File: config.mk
export PLATFORM = sky130hd
export DESIGN_NAME = rr_queue_drain
export DESIGN_NICKNAME = d
export VERILOG_FILES = /design/src/rtl/rr_queue_drain.sv
export SDC_FILE = /design/constraint.sdc
export NUM_CORES = 1
export LEC_CHECK = 0
export CAP_MARGIN = 20
export CORE_UTILIZATION = 38
export CTS_CLUSTER_DIAMETER = 40
export CTS_CLUSTER_SIZE = 16
export DETAILED_ROUTE_END_ITERATION = 6
export MAX_ROUTING_LAYER = met4
export PLACE_DENSITY = 0.76
export SYNTH_ARGS = -nofsm -noshare
export SYNTH_HDL_FRONTEND = slang
export SYNTH_SLANG_ARGS = --single-unit
File: constraint.sdc
create_clock -name clk -period 2.2 [get_ports clk]
set_input_delay 0.22 -clock clk [delete_from_list [all_inputs] [get_ports clk]]
set_output_delay 0.22 -clock clk [all_outputs]
set_load 0.01 [all_outputs]
File: src/rtl/rr_queue_drain.sv
// rr_queue_drain: round-robin packet drain from NUM_PORT show-ahead queues
// into one registered valid/ready stream. A granted queue is drained up to
// its eop word (or cut at MAX_LEN words), then the arbiter moves on.

// Per-queue pop gate: a queue pops only when it holds the grant, the
// transfer stage is allowed to load, and it actually has a head word.
module rr_queue_lane (
  input  logic sel,
  input  logic xfer_en,
  input  logic empty,
  output logic rd
);
  assign rd = sel & xfer_en & ~empty;
endmodule

module rr_queue_drain #(
  parameter int DATA_BIT = 9,
  parameter int PORT_W   = 2,
  parameter int MAX_LEN  = 16,
  parameter int LEN_W    = 5,
  localparam int NUM_PORT = 2**PORT_W
) (
  input  logic                         clk,
  input  logic                         rst,
  input  logic [NUM_PORT-1:0]          fifo_empty,
  input  logic [NUM_PORT*DATA_BIT-1:0] fifo_r_data,
  output logic [NUM_PORT-1:0]          fifo_rd,
  output logic                         out_valid,
  input  logic                         out_ready,
  output logic [DATA_BIT-2:0]          out_data,
  output logic                         out_last,
  output logic [PORT_W-1:0]            out_port,
  output logic                         trunc_pulse
);

  typedef enum logic {IDLE, XFER} state_t;

  // registered output word
  typedef struct packed {
    logic                vld;
    logic                last;
    logic [PORT_W-1:0]   port;
    logic [DATA_BIT-2:0] data;
  } out_word_t;

  state_t                              state;
  logic [PORT_W-1:0]                   grant;
  logic [PORT_W-1:0]                   last_grant;
  logic [LEN_W-1:0]                    cnt;
  out_word_t                           ow;
  logic                                trunc_q;

  logic [NUM_PORT-1:0][DATA_BIT-1:0]   head;
  logic [DATA_BIT-1:0]                 head_w;
  logic                                load_ok;
  logic                                xfer_en;
  logic                                pop;
  logic                                eop;
  logic                                at_max;
  logic                                nxt_found;
  logic [PORT_W-1:0]                   nxt_grant;
  logic [PORT_W-1:0]                   idx;

  // packed view: head[i] is queue i's word
  assign head    = fifo_r_data;
  assign head_w  = head[grant];
  assign eop     = head_w[DATA_BIT-1];
  assign at_max  = (cnt == LEN_W'(MAX_LEN-1));
  assign load_ok = !ow.vld || out_ready;
  // rst gates pops combinationally so nothing is lost while reset is held
  assign xfer_en = (state == XFER) && load_ok && !rst;
  assign pop     = |fifo_rd;

  for (genvar i = 0; i < NUM_PORT; i++) begin : g_lane
    rr_queue_lane u_lane (
      .sel     (grant == PORT_W'(i)),
      .xfer_en (xfer_en),
      .empty   (fifo_empty[i]),
      .rd      (fifo_rd[i])
    );
  end

  // round-robin search from last_grant+1; descending loop so the nearest
  // non-empty port wins, last_grant itself (k=NUM_PORT) has lowest priority
  always_comb begin
    nxt_found = 1'b0;
    nxt_grant = last_grant;
    idx       = '0;
    for (int k = NUM_PORT; k >= 1; k--) begin
      idx = last_grant + PORT_W'(k);
      if (!fifo_empty[idx]) begin
        nxt_found = 1'b1;
        nxt_grant = idx;
      end
    end
  end

  // arbitration / packet FSM
  always_ff @(posedge clk or posedge rst) begin
    if (rst) begin
      state      <= IDLE;
      grant      <= '0;
      last_grant <= '1;
      cnt        <= '0;
    end else begin
      case (state)
        IDLE: begin
          if (nxt_found) begin
            grant <= nxt_grant;
            cnt   <= '0;
            state <= XFER;
          end
        end
        XFER: begin
          if (pop) begin
            if (eop || at_max) begin
              // packet done or cut; remainder of a cut packet re-arbitrates
              last_grant <= grant;
              cnt        <= '0;
              state      <= IDLE;
            end else begin
              cnt <= cnt + 1'b1;
            end
          end
        end
        default: state <= IDLE;
      endcase
    end
  end

  // output register: reload on pop, drop valid once accepted, hold on stall
  always_ff @(posedge clk or posedge rst) begin
    if (rst) begin
      ow      <= '0;
      trunc_q <= 1'b0;
    end else begin
      trunc_q <= pop && !eop && at_max;
      if (load_ok) begin
        if (pop) begin
          ow.vld  <= 1'b1;
          ow.last <= eop || at_max;
          ow.port <= grant;
          ow.data <= head_w[DATA_BIT-2:0];
        end else begin
          ow.vld  <= 1'b0;
        end
      end
    end
  end

  assign out_valid   = ow.vld;
  assign out_last    = ow.last;
  assign out_port    = ow.port;
  assign out_data    = ow.data;
  assign trunc_pulse = trunc_q;

endmodule

==> results of run 1 <==
-- cell type report --
cell class                 count  share of cell area, %
multi-input combinational     94                   34.6
sequential                    23                   27.6
tap                           46                   2.75
clock buffer                   4                   1.26
timing repair buffer          73                   33.2
inverter                       3                  0.539
-- logic make-up after synthesis --
kind of cell               share of synthesized area [%]
and+or+nand+nor                                     25.3
DFF                                                 41.5
buffers and inverters                               6.83
muxes                                               20.1
AOI/OAI and AO/OA                                   4.40
adders and majority gates                           1.80
-- synthesized netlist by cell type (3+ instances only) --
cell / count / area [sq um]
and3_1: 3 / 18.8
buf_4: 4 / 30.0
buf_6: 3 / 33.8
clkbuf_1: 4 / 15.0
dfrtp_1: 21 / 526
inv_1: 3 / 11.3
mux4_2: 10 / 225
nand2_1: 35 / 131
nand3_1: 10 / 50.1
nor2_1: 4 / 15.0
-- metal layers --
metal,track usage [%],up-vias,wire length [um]
li1,-,602,-
met4,4.07,0,29
met2,38.2,37,2040
met3,4.56,4,200
met5,-,-,0
met1,24.0,623,1450
-- repair_timing --
item                       4_1_cts  5_1_grt
setup endpoints to repair        3        2
pin swaps                        0        0
cloned                           0        0
resized for setup                3        2
-- power by group through the flow --
stage	combinational, mW	sequential (mW)	clock [mW]
after global placement	1.19	0.720	0
after CTS	1.22	0.722	0.201
after floorplan	0.725	0.746	0
final	1.21	0.722	0.198
after detailed placement	1.22	0.730	0
after global routing	1.33	0.745	0.226
-- registers in the layout, indices dropped and copies added, names as in the netlist --
name,cells
cnt,5
grant,2
last_grant,2
out_data,8
out_last,1
out_port,2
out_valid,1
state,1
trunc_pulse,1
-- worst max-delay path, delay by kind of cell, from the launching register on --
kind                   cells  cell delay, ps
buffers and inverters      1             280
flip-flops                 1             390
multiplexers               2             910
AND/OR/NAND/NOR            2             430
-- path summary, 6_finish.rpt --
path	from	endpoint	slack, ps	cells past startpoint
max	grant[0]	last_grant[0]	150	5
min reg2reg	out_port[0]	out_port[0]	490	2
min	rst	grant[0]	290	3
max in group asynchronous	rst	last_grant[0]	1360	4
min in group clk	out_port[0]	out_port[0]	490	2
max reg2reg	grant[0]	last_grant[0]	150	5
-- per-stage QoR --
stage / cell area (sq um) / setup WS (ps) / hold WS, ps
4_1_cts: 2080 / 0.852 / 279
3_3_place_gp: 2060 / -67.9 / 459
5_1_grt: 2090 / 4.14 / 316
6_report: 2090 / 145 / 286
2_1_floorplan: 1390 / 82.3 / 220
3_5_place_dp: 2060 / -127 / 466
==> results.md, run 1 <==
- Synth-to-Final Area Change: 50.1%
- Status: complete, no violations
- Area of the multi-input gates: 723 sq um
- Pin count of the biggest net entering global routing: 19
- CP endpoint kind: flop
- Die area: 0.00391 sq mm
- Final Power: 2.13 mW
- DR iter-0 viols: 86
- Net Sw Frac: 36.9%
- First-pass GRT wire length: 6.27 mm
- Final Net Count: 243
- Routed length per instance: 15.3 um
- Psw: 788 uW
- Share of cells above drive strength 1: 17.8%
- Final setup viols: 0
- Hold Buf Count CTS: 0
- DR DRC count: 0
- Largest incremental delay on the critical path: 580 ps
- Via density: 5.21
- Pwr per Cell Area: 1020 mW/mm^2
- Worst Path Required: 2450 ps
- CTS tree: done
- CTS buffer count: 3
- Cells along the critical path: buf_4 -> mux4_2 -> nor2_1 -> nor2_4 -> mux2_1
- Initial DRT Pass Iterations: 4
- Via count: 1,266
- Hold crit path type: in -> async
- CP Class: reg -> reg
- Rel. slew slack: 73.2%
- Grt ovf: 0
- Die width: 62.5 um
- Max-slew violations: 0
- Root buf cell: clkbuf_4
- Static leakage: 0.921 nW
- Commonest non-fill, non-tap cell in the layout: clkdlybuf4s50_1
- Fill count: 309
- Final HPWL DP: 2.98 mm
- GR Util All Layers: 21.1%
- WP data arrival: 2310 ps
- Mapped Cells: 132
- Ys flop type: dfrtp_1
- Startpoint Class: flop
- IO Count: 60
- Vias in the first global route: 1,291
- Maxcap violations: 0
- Netlist cell types: 35
- RSZ-0062 raised after global routing: false
- Min cycle time layout: 2050 ps
- Commonest cells after routing, fill and taps aside: clkdlybuf4s50_1, nand2_1, dfrtp_1, buf_4
- Worst Tran Pin Value: 400 ps
- Worst-path clk slew: 130 ps
- Finished Layout Cells: 243
- Fin. Hold Viols: 0
- Worst-Skew Late Latency: 310 ps
- Core Area: 0.00342 sq mm
- Final setup TNS: 0 ps
- Row count: 21
- Clock Power Share: 9.3%
- Initial antenna violation count: 0
- Worst VDD drop: 0.573 mV
- Sequential share of the synthesized area: 41.5%
- Number of synthesized flops with an enable pin: 0
- Period utilisation layout: 93.4%
- H-tree Lvls: 1
- Fmax achieved: 0.487 GHz
- Comb pwr share: 56.9%
- Synth Register Bits: 23
- Routed Antenna Nets: 0
- Yosys warning total: 0
- Die Span Y: 62.5 um
- Final Util: 61.2%
- GPL Wtd Cong: 0.779
- Internal power: 1.35 mW
- Sequential fraction of design power: 33.8%
- Sink Count: 23
- Final wirelength: 3.72 mm
- Max clock buf depth: 2
- Syn Area/Cell: 10.5 sq um
- Placed insts: 239
- I/O Buffers: 59
- Mapped Area: 0.00139 sq mm
- Post-CTS setup buffers: 0
- N_diodes: 0
- Seq. cell area: 578 sq um
- Final clock skew: 6.13 ps
- Slowest cell on the critical path: mux4_2
- Syn nets: 177
- Initial Util: 40.8%
- Fraction of registers with async set/reset: 100%
- CP max FO: 17
(Power assumes the default switching activity.)
==> run 2: changes to the inputs <==
--- a/config.mk
+++ b/config.mk
@@ -14,4 +14,5 @@
 export PLACE_DENSITY = 0.76
 export SYNTH_ARGS = -nofsm -noshare
 export SYNTH_HDL_FRONTEND = slang
+export SYNTH_HIERARCHICAL = 1
 export SYNTH_SLANG_ARGS = --single-unit
==> run 2 against run 1 <==
Synthesized cell count down 18%; critical path depth unchanged; clock power about the same; synthesized area down 0.54%; first-iteration DRC count down 71%; hold slack worse by 7.3 ps; non-clock buffer count down 2; clock skew down 3.5 ps; cell area up 2.9%; core utilization up 1.8 points.
==> results.md, run 2 <==
- Comb pwr share: 57.6% (was 56.9%)
- RSZ-0062 raised after global routing: false (unchanged)
- Max clock buf depth: 2 (unchanged)
- Via density: 5.37 (was 5.21)
- Sequential fraction of design power: 33.7% (was 33.8%)
- Worst-path clk slew: 120 ps (was 130 ps)
- Initial Util: 40.5% (was 40.8%)
- Syn Area/Cell: 12.8 sq um (was 10.5 sq um)
- Initial DRT Pass Iterations: 4 (unchanged)
- Post-Synth XOR/XNOR Area: 0% (unchanged)
- Hold Buf Count CTS: 0 (unchanged)
- Maxcap violations: 0 (unchanged)
- Fraction of registers with async set/reset: 100% (unchanged)
- Synth area leaders: dfrtp_1, mux2_2, mux4_1, mux4_2, dfstp_2 (was dfrtp_1, mux4_2, nand2_1, dfstp_2, nand3_1)
- Synth-to-Final Area Change: 55.3% (was 50.1%)
- Pin count of the biggest net entering global routing: 24 (was 19)
- Rel. slew slack: 75.2% (was 73.2%)
- DR DRC count: 0 (unchanged)
- Fin. Hold Viols: 0 (unchanged)
- Status: complete, no violations (unchanged)
- Die Span Y: 62.4 um (was 62.5 um)
- Mapped Area: 0.00139 sq mm (about the same)
- Root buf cell: clkbuf_4 (unchanged)
- CP endpoint kind: output pin (was flop)
- N_diodes: 0 (unchanged)
- Count leader, synth: dfrtp_1 (was nand2_1)
- Initial antenna violation count: 0 (unchanged)
- Syn nets: 153 (was 177)
- Largest family of logic cells by synthesized area: multiplexers (was simple AND/OR/NAND/NOR gates)
- IO Count: 60 (unchanged)
- Ys flop type: dfrtp_1 (unchanged)
- Min cycle time layout: 2020 ps (was 2050 ps)
- Pre-CTS setup slack: -103 ps (was -127 ps)
- Number of synthesized flops with an enable pin: 0 (unchanged)
- Worst-Skew Late Latency: 310 ps (about the same)
- Commonest non-fill, non-tap cell in the layout: clkdlybuf4s50_1 (unchanged)
- Fmax achieved: 0.496 GHz (was 0.487 GHz)
- DR iter-0 viols: 25 (was 86)
- Row count: 21 (unchanged)
- Commonest cells after routing, fill and taps aside: clkdlybuf4s50_1, dfrtp_1, buf_4, mux2_2, nor2b_1 (was clkdlybuf4s50_1, nand2_1, dfrtp_1, buf_4)
- Startpoint Class: flop (unchanged)
- Yosys warning total: 6 (was 0)
- CP Class: reg -> out (was reg -> reg)
- Clock Power Share: 8.7% (was 9.3%)
- Hold crit path type: in -> async (unchanged)
- Post-synth top cells: dfrtp_1, mux2_2, nor2b_1 (was nand2_1, dfrtp_1, mux4_2, nand3_1)
- Simple-Gate Fraction of Synth Area: 16.5% (was 25.3%)
- First-pass GRT wire length: 5.97 mm (was 6.27 mm)
- WP data arrival: 1800 ps (was 2310 ps)
- Vias in the first global route: 1,224 (was 1,291)
- Worst Tran Pin Value: 367 ps (was 400 ps)
- Die width: 62.4 um (was 62.5 um)
- Final wirelength: 3.79 mm (was 3.72 mm)
- Final Net Count: 224 (was 243)
- CTS tree: done (unchanged)
- Final clock skew: 2.63 ps (was 6.13 ps)
- GPL Wtd Cong: 0.815 (was 0.779)
- Synth Register Bits: 23 (unchanged)
- CTS buffer count: 3 (unchanged)
- Yosys top cell area share: 37.9% (was 37.7%)
- Routed length per instance: 16.9 um (was 15.3 um)
- Grt ovf: 0 (unchanged)
- H-tree Lvls: 1 (unchanged)
- Final setup TNS: 0 ps (unchanged)
- Share of cells above drive strength 1: 26.4% (was 17.8%)
- Worst Path Required: 1980 ps (was 2450 ps)
- GR Util All Layers: 20.7% (was 21.1%)
- Setup ws final: 184 ps (was 145 ps)
- I/O Buffers: 59 (unchanged)
- Period utilisation layout: 91.6% (was 93.4%)
- Final HPWL DP: 3.09 mm (was 2.98 mm)
- Core Area: 0.00342 sq mm (unchanged)
- Worst VDD drop: 0.616 mV (was 0.573 mV)
- Static leakage: 0.926 nW (was 0.921 nW)
- Post-synthesis compound-gate area fraction: 8.58% (was 4.40%)
- Cell taking the most area after synthesis: dfrtp_1 (unchanged)
- Final setup viols: 0 (unchanged)
- Sequential share of the synthesized area: 41.7% (was 41.5%)
- Net Sw Frac: 34.5% (was 36.9%)
- Max-slew violations: 0 (unchanged)
- Max reg flops: 8 (unchanged)
- Psw: 773 uW (was 788 uW)
- Routed Antenna Nets: 0 (unchanged)
- Die area: 0.00389 sq mm (was 0.00391 sq mm)
- CP max FO: 4 (was 17)
- Via count: 1,202 (was 1,266)
- Netlist cell types: 36 (was 35)
- Internal power: 1.47 mW (was 1.35 mW)
- Synth Area in Adders: 1.81% (was 1.80%)
- Final Util: 63.0% (was 61.2%)
- Pwr per Cell Area: 1040 mW/mm^2 (was 1020 mW/mm^2)
- Sink Count: 23 (unchanged)
- Mapped Cells: 108 (was 132)
- Mux contribution to synthesized area: 28.0% (was 20.1%)
[run 2: cell count changes in the layout (fill, tap and decap cells not counted), moves of 4 or more]
cell,previous run,this run
nor2b_1,1,6
mux4_2,10,4
nand3_1,10,0
nand2_1,35,2
and3b_2,0,4
mux4_1,0,5
mux2_2,2,13
[run 2: critical path: stages (launching register included)]
cell and delay [ps]:
dfrtp_1 390, nor2b_1 160, nor3b_2 270, and3b_2 280, buf_4 130, dlygate4sd2_1 260
[run 2: kinds of logic after synthesis]
group	Yosys count
flops	23
compound gates	14
simple gates	35
fa+ha+maj	2
mux	24
buf+inv	10
[run 2: final cells by class]
class                           count  area (sq um)
Sequential cell                    23           578
Multi-Input combinational cell     75           793
Clock buffer                        4          26.3
Timing Repair Buffer               71           677
Inverter                            5          18.8
Tap cell                           46          57.6
Fill cell                         282          1260
[run 2: metal layers]
metal | share of wire (%) | track usage [%]
met5 | 0 | -
met1 | 41 | 24.9
met2 | 56 | 35.6
met3 | 2.0 | 3.65
met4 | 1.3 | 6.40
[run 2: worst paths after layout]
check | start | end | slack, ps | depth (start not counted)
worst max-delay path | out_valid | fifo_rd[2] | 180 | 5
worst min-delay path | rst | out_valid | 280 | 3
worst max register to register | out_valid | cnt[2] | 200 | 7
min in group clk | out_last | out_last | 500 | 1
worst min register to register | out_last | out_last | 500 | 1
max in group asynchronous | rst | last_grant[1] | 1640 | 3
[run 2: repair_timing]
item                       4_1_cts  5_1_grt
buffers inserted                 0        0
setup endpoints to repair        4       11
pin swaps                        0        2
resized for setup                7        3
[run 2: through the flow]
step                      hold WS (ps)  power (mW)  cell area [sq um]  cells
after global placement             474        1.99               2110    220
final                              278        2.24               2150    224
after CTS                          296        2.26               2140    224
after floorplan                    220        1.50               1400    108
after global routing               323        2.38               2150    224
after detailed placement           481        2.06               2110    220
[run 2: power groups by stage]
| stage | clock network, mW | registers (mW) | logic (mW) |
|---|---|---|---|
| 3_3_place_gp | 0 | 0.749 | 1.24 |
| 6_report | 0.196 | 0.755 | 1.29 |
| 5_1_grt | 0.218 | 0.786 | 1.38 |
| 2_1_floorplan | 0 | 0.773 | 0.722 |
| 4_1_cts | 0.204 | 0.755 | 1.30 |
| 3_5_place_dp | 0 | 0.766 | 1.29 |
==> run 3: changes to the inputs <==
--- a/config.mk
+++ b/config.mk
@@ -6,12 +6,14 @@
 export NUM_CORES = 1
 export LEC_CHECK = 0
 export CAP_MARGIN = 20
+export CORE_MARGIN = 5
 export CORE_UTILIZATION = 38
 export CTS_CLUSTER_DIAMETER = 40
 export CTS_CLUSTER_SIZE = 16
 export DETAILED_ROUTE_END_ITERATION = 6
 export MAX_ROUTING_LAYER = met4
 export PLACE_DENSITY = 0.76
+export RECOVER_POWER = 50
 export SYNTH_ARGS = -nofsm -noshare
 export SYNTH_HDL_FRONTEND = slang
 export SYNTH_HIERARCHICAL = 1
==> run 3 against run 2 <==
Clock power is 33% higher; clock skew is 5.4 ps higher; global-route usage down 4.4 points; fmax fell by 4.1%; wire length is 1.4% higher; final cell count is 2.7% higher; combinational power is essentially flat; cell area grew 2.6%; sequential cell count is the same; hold slack gained 170 ps; core utilization down 1.8 points; clock-buffer cell count is 1 lower; critical path type is now in -> reg.
==> results.md, run 3 (synthesis gave the netlist of run 2 again) <==
- RSZ-0062 raised after global routing: false (unchanged)
- First-pass GRT wire length: 6.40 mm (was 5.97 mm)
- Vias in the first global route: 1,259 (was 1,224)
- Root buf cell: clkbuf_8 (was clkbuf_4)
- GR Util All Layers: 16.3% (was 20.7%)
- Cells along the critical path: dlygate4sd3_1 -> nor3b_2 -> and3b_2 -> nor4_2 -> nor2_2 -> mux2_2 (was nor2b_1 -> nor3b_2 -> and3b_2 -> buf_4 -> dlygate4sd2_1)
- CTS buffer count: 3 (unchanged)
- Final clock skew: 8.03 ps (was 2.63 ps)
- WP buf/inv: 1 (was 2)
- Via count: 1,236 (was 1,202)
- I/O Buffers: 59 (unchanged)
- Finished Layout Cells: 230 (was 224)
- Sink Count: 23 (unchanged)
- Grt ovf: 0 (unchanged)
- Initial antenna violation count: 0 (unchanged)
- Final wirelength: 3.84 mm (was 3.79 mm)
- IO Count: 60 (unchanged)
- Period utilisation layout: 95.5% (was 91.6%)
- Final HPWL DP: 3.08 mm (was 3.09 mm)
- DR DRC count: 0 (unchanged)
- Commonest cells after routing, fill and taps aside: clkdlybuf4s50_1, dfrtp_1, buf_4, mux2_2, dlygate4sd3_1 (was clkdlybuf4s50_1, dfrtp_1, buf_4, mux2_2, nor2b_1)
- R2r startpoint: out_valid (unchanged)
- Startpoint Class: input pin (was flop)
- Fill count: 273 (was 282)
- Share of cells above drive strength 1: 26.9% (was 26.4%)
- Cell family with most CP delay: simple AND/OR/NAND/NOR gates (unchanged)
- CP endpoint kind: flop (was output pin)
- Hold crit path type: in -> async (unchanged)
- Core Area: 0.00361 sq mm (was 0.00342 sq mm)
- Post-CTS setup buffers: 0 (unchanged)
- Min cycle time layout: 2100 ps (was 2020 ps)
- Maxcap violations: 0 (unchanged)
- Row count: 22 (was 21)
- CP max FO: 11 (was 4)
- Routed length per instance: 16.7 um (was 16.9 um)
- Worst Setup SP: rst (was out_valid)
- Worst Tran Pin Value: 678 ps (was 367 ps)
- Rel. slew slack: 54.8% (was 75.2%)
- Synth-to-Final Area Change: 59.3% (was 55.3%)
- Static leakage: 0.999 nW (was 0.926 nW)
- Hold Buf Count CTS: 0 (unchanged)
- Worst-path clk slew: 90 ps (was 120 ps)
- CP Class: in -> reg (was reg -> out)
- Fmax achieved: 0.476 GHz (was 0.496 GHz)
- Via density: 5.37 (about the same)
- Fin. Hold Viols: 0 (unchanged)
- Worst VDD drop: 0.610 mV (was 0.616 mV)
- Max clock buf depth: 2 (unchanged)
- Worst Path Required: 2340 ps (was 1980 ps)
- Slowest cell on the critical path: dlygate4sd3_1 (was dfrtp_1)
- Pwr per Cell Area: 1030 mW/mm^2 (was 1040 mW/mm^2)
- Max reg flops: 8 (unchanged)
- Status: complete, no violations (unchanged)
- Final Util: 61.2% (was 63.0%)
- Commonest non-fill, non-tap cell in the layout: clkdlybuf4s50_1 (unchanged)
- Initial Util: 38.4% (was 40.5%)
- Largest incremental delay on the critical path: 570 ps (was 390 ps)
- Finished Cell Area: 0.00221 sq mm (was 0.00215 sq mm)
- H-tree Lvls: 1 (unchanged)
- Initial DRT Pass Iterations: 4 (unchanged)
- Die width: 70.4 um (was 62.4 um)
- Worst-Skew Late Latency: 260 ps (was 310 ps)
- Pin count of the biggest net entering global routing: 14 (was 24)
- Final Net Count: 228 (was 224)
- Final setup viols: 0 (unchanged)
- CTS tree: done (unchanged)
- Placed cell area: 0.00214 sq mm (was 0.00211 sq mm)
- N_diodes: 0 (unchanged)
- Die area: 0.00495 sq mm (was 0.00389 sq mm)
- GPL Wtd Cong: 0.886 (was 0.815)
- DR iter-0 viols: 53 (was 25)
- Max-slew violations: 0 (unchanged)
- Die Span Y: 70.4 um (was 62.4 um)
- WP data arrival: 2250 ps (was 1800 ps)
- Placed insts: 226 (was 220)
- Routed Antenna Nets: 0 (unchanged)
## run 3: metal layers
metal,part of all wire [%],GRT usage [%],vias to the layer above,wire length (um)
li1,-,-,571,-
met1,44,20.9,617,1700
met2,47,25.9,46,1820
met3,7.7,3.74,2,295
met4,0.70,4.26,0,27
met5,0,-,-,0
## run 3: through the flow
step	TNS, ps	hold WS [ps]	power, mW	worst slack, ps
CTS	0	329	2.33	52.7
finish	0	443	2.28	98.7
detailed placement	-5770	484	2.06	-472
floorplan	-5.74	220	1.50	-2.87
global route	0	487	2.45	16.6
global placement	-3250	490	2.02	-266
## run 3: final cells by class
class                   count  area [sq um]  area share [%]
flip-flops and latches     23           578            26.2
inverters                   5          18.8           0.850
multi-input cells          75           787            35.7
repair buffers             75           717            32.5
clock inverters             1          5.00           0.227
well taps                  48          60.1            2.72
clock buffers               3          41.3            1.87
## run 3: where the power goes
part | leakage [nW] | switching [mW] | internal (mW)
combinational | 0.697 | 0.507 | 0.774
sequential | 0.277 | 0.127 | 0.614
clock | 0.0255 | 0.134 | 0.126
## run 3: timing repair
| action | 4_1_cts | 5_1_grt |
|---|---|---|
| setup endpoints to repair | 14 | 8 |
| pin swaps | 0 | 1 |
| gates cloned | 0 | 0 |
| resized for setup | 2 | 7 |
## run 3: final timing paths
| path | to | slack (ps) | cells after the start |
|---|---|---|---|
| worst max-delay path | out_data[6] | 100 | 6 |
| worst min-delay path | cnt[3] | 440 | 2 |
| worst max register to register | out_data[6] | 130 | 6 |
| worst min register to register | out_last | 490 | 1 |
| max in group asynchronous | trunc_pulse | 800 | 3 |
| min in group clk | out_last | 490 | 1 |
